**src/rtl/colour_rom_arbiter.sv**
```systemverilog
//------------------------------------------------------------------------------
// colour_rom_arbiter
//
// Shares one registered colour ROM between two read ports. Port 0 is the
// display pipeline and port 1 the update/debug path. A grant is decided
// combinationally each cycle. The ROM is then driven with the granted address.
// A tag pipeline that matches the ROM latency steers rom_dout back to the
// port that issued the read.
//
// Parameters
//   ADDR_W    ROM address width
//   DATA_W    ROM word width
//   ROM_LAT   cycles from rom_en/rom_addr to valid rom_dout (1-4)
//   FIXED_PRI 1: port 0 has priority, and port 1 has a starvation guard
//             0: round-robin between the two ports
//   MAX_WAIT  consecutive denied cycles for port 1 before it is forced in (1-255)
//
// Ports
//   clk, rst_n               clock, asynchronous active-low reset
//   p0_req/p0_addr           port 0 request and address
//   p0_gnt                   port 0 request accepted this cycle
//   p0_rvalid/p0_rdata       port 0 read response
//   p1_*                     port 1 equivalents
//   rom_en/rom_addr          ROM read enable and address
//   rom_dout                 ROM registered read data
//------------------------------------------------------------------------------
`timescale 1ns/1ps
module colour_rom_arbiter #(
   parameter int ADDR_W    = 11,
   parameter int DATA_W    = 12,
   parameter int ROM_LAT   = 1,
   parameter int FIXED_PRI = 1,
   parameter int MAX_WAIT  = 7
) (
   input  logic              clk,
   input  logic              rst_n,
   input  logic              p0_req,
   input  logic [ADDR_W-1:0] p0_addr,
   output logic              p0_gnt,
   output logic              p0_rvalid,
   output logic [DATA_W-1:0] p0_rdata,
   input  logic              p1_req,
   input  logic [ADDR_W-1:0] p1_addr,
   output logic              p1_gnt,
   output logic              p1_rvalid,
   output logic [DATA_W-1:0] p1_rdata,
   output logic              rom_en,
   output logic [ADDR_W-1:0] rom_addr,
   input  logic [DATA_W-1:0] rom_dout
);

   typedef enum logic {
      PORT0 = 1'b0,
      PORT1 = 1'b1
   } port_e;

   localparam logic [7:0] MAX_WAIT_C = 8'(MAX_WAIT);

   logic [7:0]         wait_cnt;
   port_e              last_gnt;
   logic [ROM_LAT-1:0] tag_vld;
   logic [ROM_LAT-1:0] tag_id;    // 1 = response belongs to port 1
   logic               pick_p1;

   // Grants are gated by rst_n so that every output is 0 during reset,
   // even while the requesters keep their req lines high.
   always_comb begin
      pick_p1 = 1'b0;
      p0_gnt  = 1'b0;
      p1_gnt  = 1'b0;
      if (rst_n) begin
         if (p0_req && p1_req) begin
            if (FIXED_PRI != 0)
               pick_p1 = (wait_cnt == MAX_WAIT_C);
            else
               pick_p1 = (last_gnt == PORT0);
            p0_gnt = ~pick_p1;
            p1_gnt = pick_p1;
         end else begin
            p0_gnt = p0_req;
            p1_gnt = p1_req;
         end
      end
   end

   assign rom_en   = p0_gnt | p1_gnt;
   assign rom_addr = p1_gnt ? p1_addr : (p0_gnt ? p0_addr : '0);

   // Counts consecutive denied cycles for port 1. A dropped request clears it,
   // so a forgotten request leaves no residual priority behind.
   always_ff @(posedge clk or negedge rst_n) begin
      if (!rst_n) begin
         wait_cnt <= '0;
      end else if (p1_req && !p1_gnt) begin
         if (wait_cnt != MAX_WAIT_C)
            wait_cnt <= wait_cnt + 8'd1;
      end else begin
         wait_cnt <= '0;
      end
   end

   // Reset points at port 1, so port 0 wins the first round-robin contention.
   always_ff @(posedge clk or negedge rst_n) begin
      if (!rst_n)
         last_gnt <= PORT1;
      else if (p0_gnt)
         last_gnt <= PORT0;
      else if (p1_gnt)
         last_gnt <= PORT1;
   end

   // The response tags shift at the same rate as the ROM's internal pipeline.
   // The cast drops the oldest entry, and it also handles ROM_LAT == 1.
   always_ff @(posedge clk or negedge rst_n) begin
      if (!rst_n) begin
         tag_vld <= '0;
         tag_id  <= '0;
      end else begin
         tag_vld <= ROM_LAT'({tag_vld, rom_en});
         tag_id  <= ROM_LAT'({tag_id, p1_gnt});
      end
   end

   assign p0_rvalid = tag_vld[ROM_LAT-1] & ~tag_id[ROM_LAT-1];
   assign p1_rvalid = tag_vld[ROM_LAT-1] &  tag_id[ROM_LAT-1];
   assign p0_rdata  = rom_dout;
   assign p1_rdata  = rom_dout;

endmodule

```
**config.mk**
```make
export PLATFORM = sky130hd
export DESIGN_NAME = colour_rom_arbiter
export DESIGN_NICKNAME = d
export VERILOG_FILES = /design/src/rtl/colour_rom_arbiter.sv
export SDC_FILE = /design/constraint.sdc
export NUM_CORES = 1
export LEC_CHECK = 0
export ABC_AREA = 1
export BUFFER_PORTS_ARGS = -buffer_cell sky130_fd_sc_hd__clkbuf_2
export CORE_ASPECT_RATIO = 0.7
export CORE_MARGIN = 2
export CORE_UTILIZATION = 38
export CTS_CLUSTER_SIZE = 10
export DETAILED_ROUTE_END_ITERATION = 8
export GPL_TIMING_DRIVEN = 0
export PLACE_DENSITY = 0.83
export SYNTH_ARGS = -nofsm -noshare
export SYNTH_HDL_FRONTEND = slang
export SYNTH_SLANG_ARGS = --single-unit
```
**constraint.sdc**
```tcl
create_clock -name clk -period 1.31 [get_ports clk]
set_input_delay 0.0655 -clock clk [delete_from_list [all_inputs] [get_ports clk]]
set_output_delay 0.0655 -clock clk [all_outputs]
set_load 0.05 [all_outputs]
```
==> metrics, run 1 <==
crit path DAT 1.82 ns; synthesized area per cell 6.76 sq um; RSZ-0062 raised after global routing true; Crit Reg-Reg Startpoint wait_cnt[6]; synthesized netlist net count 174; CTS Buf Count 3; initial antenna violation count 0; Slew @ Worst Pin 0.513 ns; Yosys reg bits 10; status complete, but fails checks; number of remaining DRC errors 0; hpwl dp 2.21 mm; Power Dens Cells 684 mW/mm^2; Finished Layout Cells 249; first-pass GRT wire length 5.29 mm; Initial Util 41.3%; Vias/cell 5.31; 1st-pass router iterations 5; maxcap violations 0; pin count of the biggest net entering global routing 12; ratio of cells with drive above 1 in the final layout 69.1%; fin nets 257; Hold Slack 0.106 ns; synthesized cell area 912 sq um; Core Region 0.00221 sq mm; port buffer count 64; Filler cells 120; WL per Instance 18.1 um; Yosys cell types 21; dpl cells 231; Global Route Usage Sum 24.7%; yosys warns 0; Setup-failing EPs final 18; Worst Path Buf+Inv 3; worst hold path type in2reg; Root Buffer clkbuf_4; LEAKAGE 1.05 nW; Critical Path Start wait_cnt[6]; slowest CP cell dfrtp_2; worst endpoint required time 1.24 ns; clock skew 0.0113 ns; final slew viol count 0; Seq/Total Area, Yosys 27.4%; P&R area growth vs syn 109%; failing checks negative setup slack; Overflow after GRT 0; startpoint types register; Final Cycle Share 144%; Die Area 0.00281 sq mm; final hold viol count 0; CP max FO 6; DR vias 1322; PnR worst setup slack -0.577 ns; max frequency 0.530 GHz; Placer Congestion 0.767; critical path's top delay family simple AND/OR/NAND/NOR gates; synthesized instance count 135; # diodes 0; Antenna Nets Post-Route 0; CTS H-tree lvls 1; Worst slew margin 65.7%; Worst Min Path Start p1_req; clock tree buffer depth 2; VDD IR max 0.632 mV; WL final 4.51 mm; CTS tree done; clock sink total 10; Die W 62.6 um; Max stage delay on crit path 0.46 ns; die height 45.0 um; WS Path Type reg2out; DRT iter0 DRCs 67; cell repeated most along the worst path nand2_2; I/O pin total 78; CP Capture Type output port; worst skew pair latency 0.29 ns; clock slew at reported path FFs 0.08 ns; Final min period 1.89 ns; crit-path cells nor2_4 -> nand2_2 -> o21ai_2 -> nand2_2 -> inv_4 -> buf_12 -> nand2_2 -> nand2_4 -> clkbuf_16; Row Count 14; vias in the first global route 1192
-- through the flow --
step                instance area, sq um  setup WS [ns]  power, W  util (%)  TNS [ns]
finish                              1900         -0.577   0.00130      86.2     -7.30
global route                        1900         -0.626   0.00133      86.2     -8.28
CTS                                 1760         -0.461   0.00125      79.8     -5.53
detailed placement                  1380         -0.339  0.000843      62.6     -3.77
global placement                    1380         -0.259  0.000832      62.6     -2.79
floorplan                           1020        -0.0666  0.000722         -    -0.600
-- final cells by class --
| class | count | area (sq um) | area share (%) |
|---|---|---|---|
| Timing Repair Buffer | 78 | 709 | 37.3 |
| Multi-Input combinational cell | 86 | 596 | 31.3 |
| Sequential cell | 10 | 251 | 13.2 |
| Buffer | 27 | 223 | 11.7 |
| Inverter | 12 | 47.5 | 2.50 |
| Tap cell | 32 | 40.0 | 2.10 |
| Clock buffer | 4 | 36.3 | 1.91 |
-- per-layer routing --
| layer | global-route usage, % | vias to the layer above | routed length (um) |
|---|---|---|---|
| li1 | - | 552 | - |
| met1 | 22.4 | 618 | 1400 |
| met2 | 52.0 | 109 | 2400 |
| met3 | 5.99 | 43 | 401 |
| met4 | 14.2 | 0 | 314 |
| met5 | 0 | - | 0 |
-- logic make-up after synthesis --
kind of cell | synth area share, %
AO/OA/AOI/OAI | 6.04
XOR/XNOR | 2.88
adder cells (fa/ha/maj) | 1.37
buffers and inverters | 28.0
flip-flops | 27.4
AND/OR/NAND/NOR | 34.3
-- sequential cells by signal, summed over array words and instances (netlist names) --
register	count
wait_cnt	8
tag_vld	1
tag_id	1
-- cells in the final DEF, fill, tap and decap left out, drive strengths merged, types with 2 or more instances in the layout --
master / instances
buf: 39
dfrtp: 10
nand2: 54
clkbuf: 69
nor2: 15
o2111ai: 2
o21ai: 2
nand3: 5
inv: 12
xor2: 2
-- synth_stat cells --
cell type  count  area share (%)
a21oi_4        1             1.8
xnor2_1        1            0.96
o21ai_0        1            0.55
nor2_2         3             2.1
nor2_1        12             4.9
nor3_1         1            0.55
buf_4         25              21
o21ai_2        1            0.96
inv_1         10             4.1
nand2_1       52              21
nand3_1        4             2.2
ha_1           1             1.4
nand4_1        1            0.69
dfrtp_1       10              27
o2111ai_1      2             1.9
inv_2          2            0.82
nand3_2        1             1.1
buf_6          2             2.5
o211ai_1       1            0.82
nand2_2        2             1.4
xor2_1         2             1.9
-- worst register-to-register path, cell delays in order, from the launching register on --
cell and delay (ns):
dfrtp_2 0.46, nor2_4 0.15, nand2_2 0.10, o21ai_2 0.18
nand2_2 0.10, buf_4 0.16, nand3_1 0.08, nand2_1 0.06
-- path summary, 6_finish.rpt --
kind                          endpoint  slack (ns)  depth (start not counted)
setup / recovery           rom_addr[4]       -0.58                          9
hold / removal             wait_cnt[7]        0.11                          3
setup reg to reg           wait_cnt[2]       -0.10                          7
hold reg to reg            wait_cnt[3]        0.63                          2
max in group asynchronous  wait_cnt[6]        0.57                          2
min in group asynchronous  wait_cnt[7]        0.38                          2
-- power breakdown --
part | switching (W) | total [W] | internal, W
clock network | 0.000134 | 0.000303 | 0.000170
logic | 0.000404 | 0.000670 | 0.000265
registers | 0.0000112 | 0.000329 | 0.000318
-- repair_timing --
action | in CTS | in global routing
gates resized for setup | 44 | 19
cloned | 0 | 1
buffers inserted | 6 | 7
endpoints found under the hold margin | 10 | 0
pin swaps | 4 | 8
endpoints found under the setup margin | 15 | 19
hold buffers | 1 | 0
No activity file was read; power rests on OpenSTA's default activity.
==> inputs of run 2 (changes only) <==
- CORE_UTILIZATION: 38 -> 34
- PLACE_DENSITY: 0.83 -> 0.76
- clock period: 1.31 -> 1.6 ns (I/O delays scaled with it)
==> run 2 against run 1 <==
- the run still ends with negative setup slack left
- routed wire length down 36%
- cell count rose by 1.2%
- flip-flop and latch count unchanged
- first-iteration DRC count down 58%
- die area is 11% higher
- total power down 18%
- critical path depth decreased by 1
- clock skew shrank 0.011 ns
- cell area fell by 11%
- highest routed layer unchanged
==> metrics, run 2 (synthesized netlist as in run 1, its figures left out) <==
Top reg by flops wait_cnt; Vias/cell 4.27 (-20%); Power Dens Cells 633 mW/mm^2 (-7.5%); CTS tree done; Setup TNS Final -0.562 ns (+6.74 ns); 1st-pass router iterations 4 (-1); startpoint types register; failing checks negative setup slack; Tot Pwr 0.00107 W (-18%); max reg flops 8 (unchanged); Finished Layout Cells 252 (+1.2%); final hold viol count 0 (unchanged); clock slew at reported path FFs 0.05 ns (-0.03 ns); Final min period 1.69 ns; PnR worst setup slack -0.0878 ns (+0.490 ns); Core Region 0.00250 sq mm (+13%); port buffer count 64 (unchanged); Placer Congestion 0.764 (-0.40%); Final Cycle Share 105%; P&R area growth vs syn 85.0%; Worst slew margin 69.3% (+3.5 points); pin count of the biggest net entering global routing 11 (-1); WL final 2.88 mm (-36%); DRT iter0 DRCs 28 (-58%); clock tree buffer depth 2 (unchanged); Multi-input gate area 477 sq um (-20%); WS Path Type reg2out; maxcap violations 0 (unchanged); WL per Instance 11.4 um (-37%); Filler cells 208 (+73%); Root Buffer clkbuf_8; DR vias 1075 (-19%); vias in the first global route 848 (-29%); max frequency 0.592 GHz; Slew @ Worst Pin 0.460 ns (-0.0530 ns); most common cell after layout, fill and taps aside clkbuf_2; VDD IR max 0.508 mV (-20%); clock skew 0.000414 ns (-0.0109 ns); I/O pin total 78 (unchanged); Setup-failing EPs final 9 (-9); Overflow after GRT 0 (unchanged); final slew viol count 0 (unchanged); first-pass GRT wire length 3.74 mm (-29%); worst hold path type in2reg; CP max FO 10 (+4); setup slack at placement -0.0373 ns (+0.302 ns); number of remaining DRC errors 0 (unchanged); LEAKAGE 0.959 nW (-9.1%); Antenna Nets Post-Route 0 (unchanged); Sequential Area 251 sq um (unchanged); status complete, but fails checks; RSZ-0062 raised after global routing true; hpwl dp 1.95 mm (-12%); top flop regs wait_cnt (8), tag_id (1), tag_vld (1); ratio of cells with drive above 1 in the final layout 63.8% (-5.4 points); worst endpoint required time 1.52 ns (+0.28 ns); worst skew pair latency 0.24 ns (-0.05 ns); fin nets 258 (+0.39%); CTS H-tree lvls 1 (unchanged); Global Route Usage Sum 16.8% (-7.9 points); Initial Util 36.5% (-4.8 points); CTS Buf Count 3 (unchanged); Die Area 0.00312 sq mm (+11%); dpl cells 233 (+0.87%); Die W 65.9 um (+5.3%); CP Capture Type output port; Row Count 15 (+1); initial antenna violation count 0 (unchanged); # diodes 0 (unchanged); commonest non-fill, non-tap cells in the layout clkbuf_2 (51), buf_4 (38), nand2_1 (34); crit path DAT 1.61 ns (-0.21 ns); clock sink total 10 (unchanged); die height 47.3 um (+5.2%)
run 2: cell types whose count changed in the layout (fill, tap and decap cells not counted), moves of 4 or more:
cell / change
nand2_4: -15
clkbuf_16: -9
nand2_1: +8
buf_8: +4
nand2_2: +7
buf_6: +4
run 2: metal layers:
metal	GRT usage, %	wire [um]	vias to the layer above
li1	-	-	556
met1	19.8	1070	479
met2	29.9	1600	36
met3	5.04	172	4
met4	6.25	34	0
met5	0	0	-
run 2: critical path, stage by stage, from the launching register on:
cell,delay [ns]
dfrtp_1,0.41
ha_4,0.18
nand3_4,0.09
nor2_4,0.06
a21oi_4,0.14
buf_6,0.16
nand2_1,0.08
nand2_2,0.09
clkbuf_16,0.16
run 2: cell type report:
cell class	instances	area share [%]
tap	34	2.52
buffer	27	12.5
multi-input combinational	86	28.2
timing repair buffer	79	35.8
inverter	12	2.82
clock buffer	4	3.26
sequential	10	14.9
run 2: worst paths after layout:
kind / from / cells past startpoint / endpoint / slack, ns
worst min register to register: wait_cnt[3] / 2 / wait_cnt[3] / 0.60
min in group asynchronous: rst_n / 2 / wait_cnt[2] / 0.39
worst max register to register: wait_cnt[0] / 9 / wait_cnt[6] / 0.19
max in group asynchronous: rst_n / 2 / wait_cnt[6] / 0.87
worst min-delay path: p1_req / 3 / wait_cnt[2] / 0.16
worst max-delay path: wait_cnt[0] / 8 / rom_addr[7] / -0.09
run 2: repair_timing:
item | CTS | global route
cloned | 1 | 0
setup endpoints to repair | 13 | 13
hold buffers | 1 | 0
hold endpoints to repair | 10 | 0
gates resized for setup | 34 | 21
pin swaps | 3 | 3
buffers inserted | 9 | 4
run 2: power breakdown:
part	total (W)	internal (W)	switching (W)
Sequential	0.000269	0.000261	0.00000746
Combinational	0.000483	0.000185	0.000299
Clock	0.000316	0.000216	0.0000997
Total	0.00107	0.000662	0.000406
run 2: through the flow:
| stage | utilization [%] | hold slack [ns] | cell area [sq um] |
|---|---|---|---|
| global route | 67.6 | 0.178 | 1690 |
| global placement | 52.0 | -0.0105 | 1300 |
| floorplan | - | -0.216 | 935 |
| detailed placement | 52.0 | -0.0153 | 1300 |
| finish | 67.6 | 0.164 | 1690 |
| CTS | 64.6 | 0.156 | 1610 |
==> inputs of run 3 (changes only) <==
- ABC_AREA: 1 -> not set
==> run 3 against run 2 <==
- the run still ends with negative setup slack left
- worst setup slack got worse by 0.39 ns
- non-clock buffer count decreased by 4
- area after synthesis shrank 2.6%
- clock power fell by 16%
- synthesized cell count decreased by 29%
- core utilization fell by 3.4 points
- first-iteration DRC count decreased by 36%
- critical endpoint is now rom_addr[2]
==> metrics, run 3 <==
Vias/cell 4.99 (+17%); clock tree buffer depth 2 (unchanged); clock sink total 10 (unchanged); final hold viol count 0 (unchanged); Seq/Total Area, Yosys 28.2% (+0.73 points); Final min period 2.08 ns (+0.387 ns); Yosys reg bits 10 (unchanged); Synth top area share 28.2% (+0.73 points); most common cell in the netlist buf_4; share of synthesized registers carrying an async set or reset 100% (unchanged); Root Buffer clkbuf_8; ratio of cells with drive above 1 in the final layout 72.7% (+8.9 points); slowest CP cell or4b_4; Global Route Usage Sum 18.4% (+1.5 points); CTS H-tree lvls 1 (unchanged); number of remaining DRC errors 0 (unchanged); worst endpoint required time 1.52 ns (about the same); Critical Path Start wait_cnt[5]; synthesized cell area 888 sq um (-2.6%); # diodes 0 (unchanged); most common cell after layout, fill and taps aside clkbuf_2; Final Core Density 64.2% (-3.4 points); max frequency 0.482 GHz (-19%); EDFF count, synth 0 (unchanged); initial antenna violation count 0 (unchanged); CP Capture Type output port; startpoint types register; maxcap violations 0 (unchanged); WL per Instance 14.7 um (+29%); CTS tree done; crit path DAT 2.00 ns (+0.39 ns); synthesized instance count 96 (-29%); Antenna Nets Post-Route 0 (unchanged); die height 46.8 um (-1.2%); Row Count 15 (unchanged); top flop regs wait_cnt (8), tag_id (1), tag_vld (1); Max stage delay on crit path 0.54 ns (+0.13 ns); Worst Min Path Start p1_req; LEAKAGE 0.832 nW (-13%); Power Dens Cells 641 mW/mm^2 (+1.3%); port buffer count 65 (+1.6%); max reg flops 8 (unchanged); Final Cycle Share 130% (+24 points); worst flop-to-flop path endpoint wait_cnt[6]; synthesized netlist net count 135 (-22%); Core Region 0.00248 sq mm (-0.75%); Multi-input gate area 475 sq um (-0.26%); DR vias 1028 (-4.4%); Die Area 0.00304 sq mm (-2.4%); slack of the worst reg-to-reg path 0.02 ns (-0.17 ns); Worst slew margin 68.0% (-1.2 points); Hold Slack 0.125 ns (-0.0395 ns); Sequential Area 251 sq um (unchanged); status complete, but fails checks; WS Path Type reg2out; CTS Buf Count 3 (unchanged); P&R area growth vs syn 79.0%; yosys warns 0 (unchanged); Initial Util 35.9% (-0.68 points); I/O pin total 78 (unchanged); DRT iter0 DRCs 18 (-36%); Synth top cells by count buf_4 (24), a32o_1 (11), dfrtp_1 (10); WL final 3.03 mm (+5.3%); RSZ-0062 raised after global routing true; clock slew at reported path FFs 0.05 ns (about the same); Reg2Reg Depth 5 (-4); worst hold path type in2reg; failing checks negative setup slack; synthesized area per cell 9.25 sq um (+37%); Overflow after GRT 0 (unchanged); hpwl dp 2.04 mm (+4.4%); Filler cells 210 (+0.96%); CP max FO 5 (-5); final slew viol count 0 (unchanged); commonest non-fill, non-tap cells in the layout clkbuf_2 (53), buf_4 (31), a32o_2 (11), buf_8 (11), dfrtp_1 (9); VDD IR max 0.466 mV (-8.2%); 1st-pass router iterations 4 (unchanged); worst skew pair latency 0.24 ns (about the same); Top reg by flops wait_cnt; fin nets 213 (-17%); cell taking the most area after synthesis dfrtp_1; Die W 65.1 um (-1.2%); vias in the first global route 871 (+2.7%); clock skew 0.00248 ns (+0.00206 ns); PnR worst setup slack -0.475 ns (-0.387 ns); crit path to rom_addr[2]; predominant post-synthesis flop cell dfrtp_1; crit-path cells or4b_4 -> o211a_4 -> clkbuf_16 -> a32o_2 -> buf_8; Crit Reg-Reg Startpoint wait_cnt[5]; Setup-failing EPs final 13 (+4); Slew @ Worst Pin 0.478 ns (+0.0181 ns); pin count of the biggest net entering global routing 11 (unchanged); first-pass GRT wire length 4.04 mm (+7.9%); Yosys cell types 31 (+48%); Placer Congestion 0.810 (+6.0%); synth top area cells dfrtp_1 (28%), buf_4 (20%), a32o_1 (12%)
[run 3: worst min path at each step]
| stage | end | slack (ns) | cells past startpoint |
|---|---|---|---|
| 6_report | wait_cnt[3] | 0.12 | 3 |
| 5_1_grt | wait_cnt[3] | 0.15 | 3 |
| 2_1_floorplan | tag_id | -0.22 | 0 |
| 4_1_cts | wait_cnt[3] | 0.13 | 3 |
| 3_3_place_gp | wait_cnt[6] | -0.04 | 1 |
| 3_5_place_dp | wait_cnt[6] | -0.03 | 1 |
[run 3: per-stage QoR]
stage	cells	instance area (sq um)	setup WS, ns	power, W	setup TNS [ns]
floorplan	96	916	-0.215	0.000583	-1.92
global placement	195	1280	-0.331	0.000674	-4.39
detailed placement	195	1280	-0.363	0.000680	-5.09
CTS	206	1540	-0.499	0.000985	-6.36
global route	206	1590	-0.514	0.00106	-6.45
finish	206	1590	-0.475	0.00102	-5.78
[run 3: repair_timing]
action,4_1_cts,5_1_grt
gates resized for setup,34,15
setup buffers,7,1
hold buffers,1,0
endpoints found under the hold margin,10,0
endpoints found under the setup margin,21,19
cloned,0,1
pin swaps,4,5
[run 3: cell families after synthesis]
| logic type | synth area share, % |
|---|---|
| adders and majority gates | 1.41 |
| and+or+nand+nor | 18.3 |
| DFF | 28.2 |
| xor gates and xnor gates | 1.97 |
| AOI/OAI and AO/OA | 25.1 |
| buffers and inverters | 25.1 |
[run 3: critical path, delay by kind of cell, from the launching register on]
| kind | cells | cell delay (ns) |
|---|---|---|
| simple gates | 1 | 0.54 |
| compound gates | 2 | 0.51 |
| flops | 1 | 0.40 |
| buf+inv | 2 | 0.30 |
[run 3: layout make-up]
| class | instances | area share, % |
|---|---|---|
| Timing Repair Buffer | 74 | 34.7 |
| Multi-Input combinational cell | 55 | 29.9 |
| Clock buffer | 3 | 2.60 |
| Tap cell | 34 | 2.68 |
| Buffer | 28 | 13.8 |
| Sequential cell | 10 | 15.8 |
| Inverter | 2 | 0.472 |
[run 3: power breakdown]
group / internal (W) / switching, W / total, W / leakage (nW)
clock: 0.000165 / 0.000101 / 0.000266 / 0.0216
sequential: 0.000261 / 0.00000796 / 0.000269 / 0.134
combinational: 0.000192 / 0.000293 / 0.000485 / 0.677
[run 3: routing by layer]
layer | vias to the layer above | wire (um) | GRT usage [%]
met5 | - | 0 | 0
met1 | 485 | 1190 | 21.0
met2 | 38 | 1590 | 31.8
met4 | 0 | 103 | 11.3
met3 | 11 | 158 | 5.52
li1 | 494 | - | -
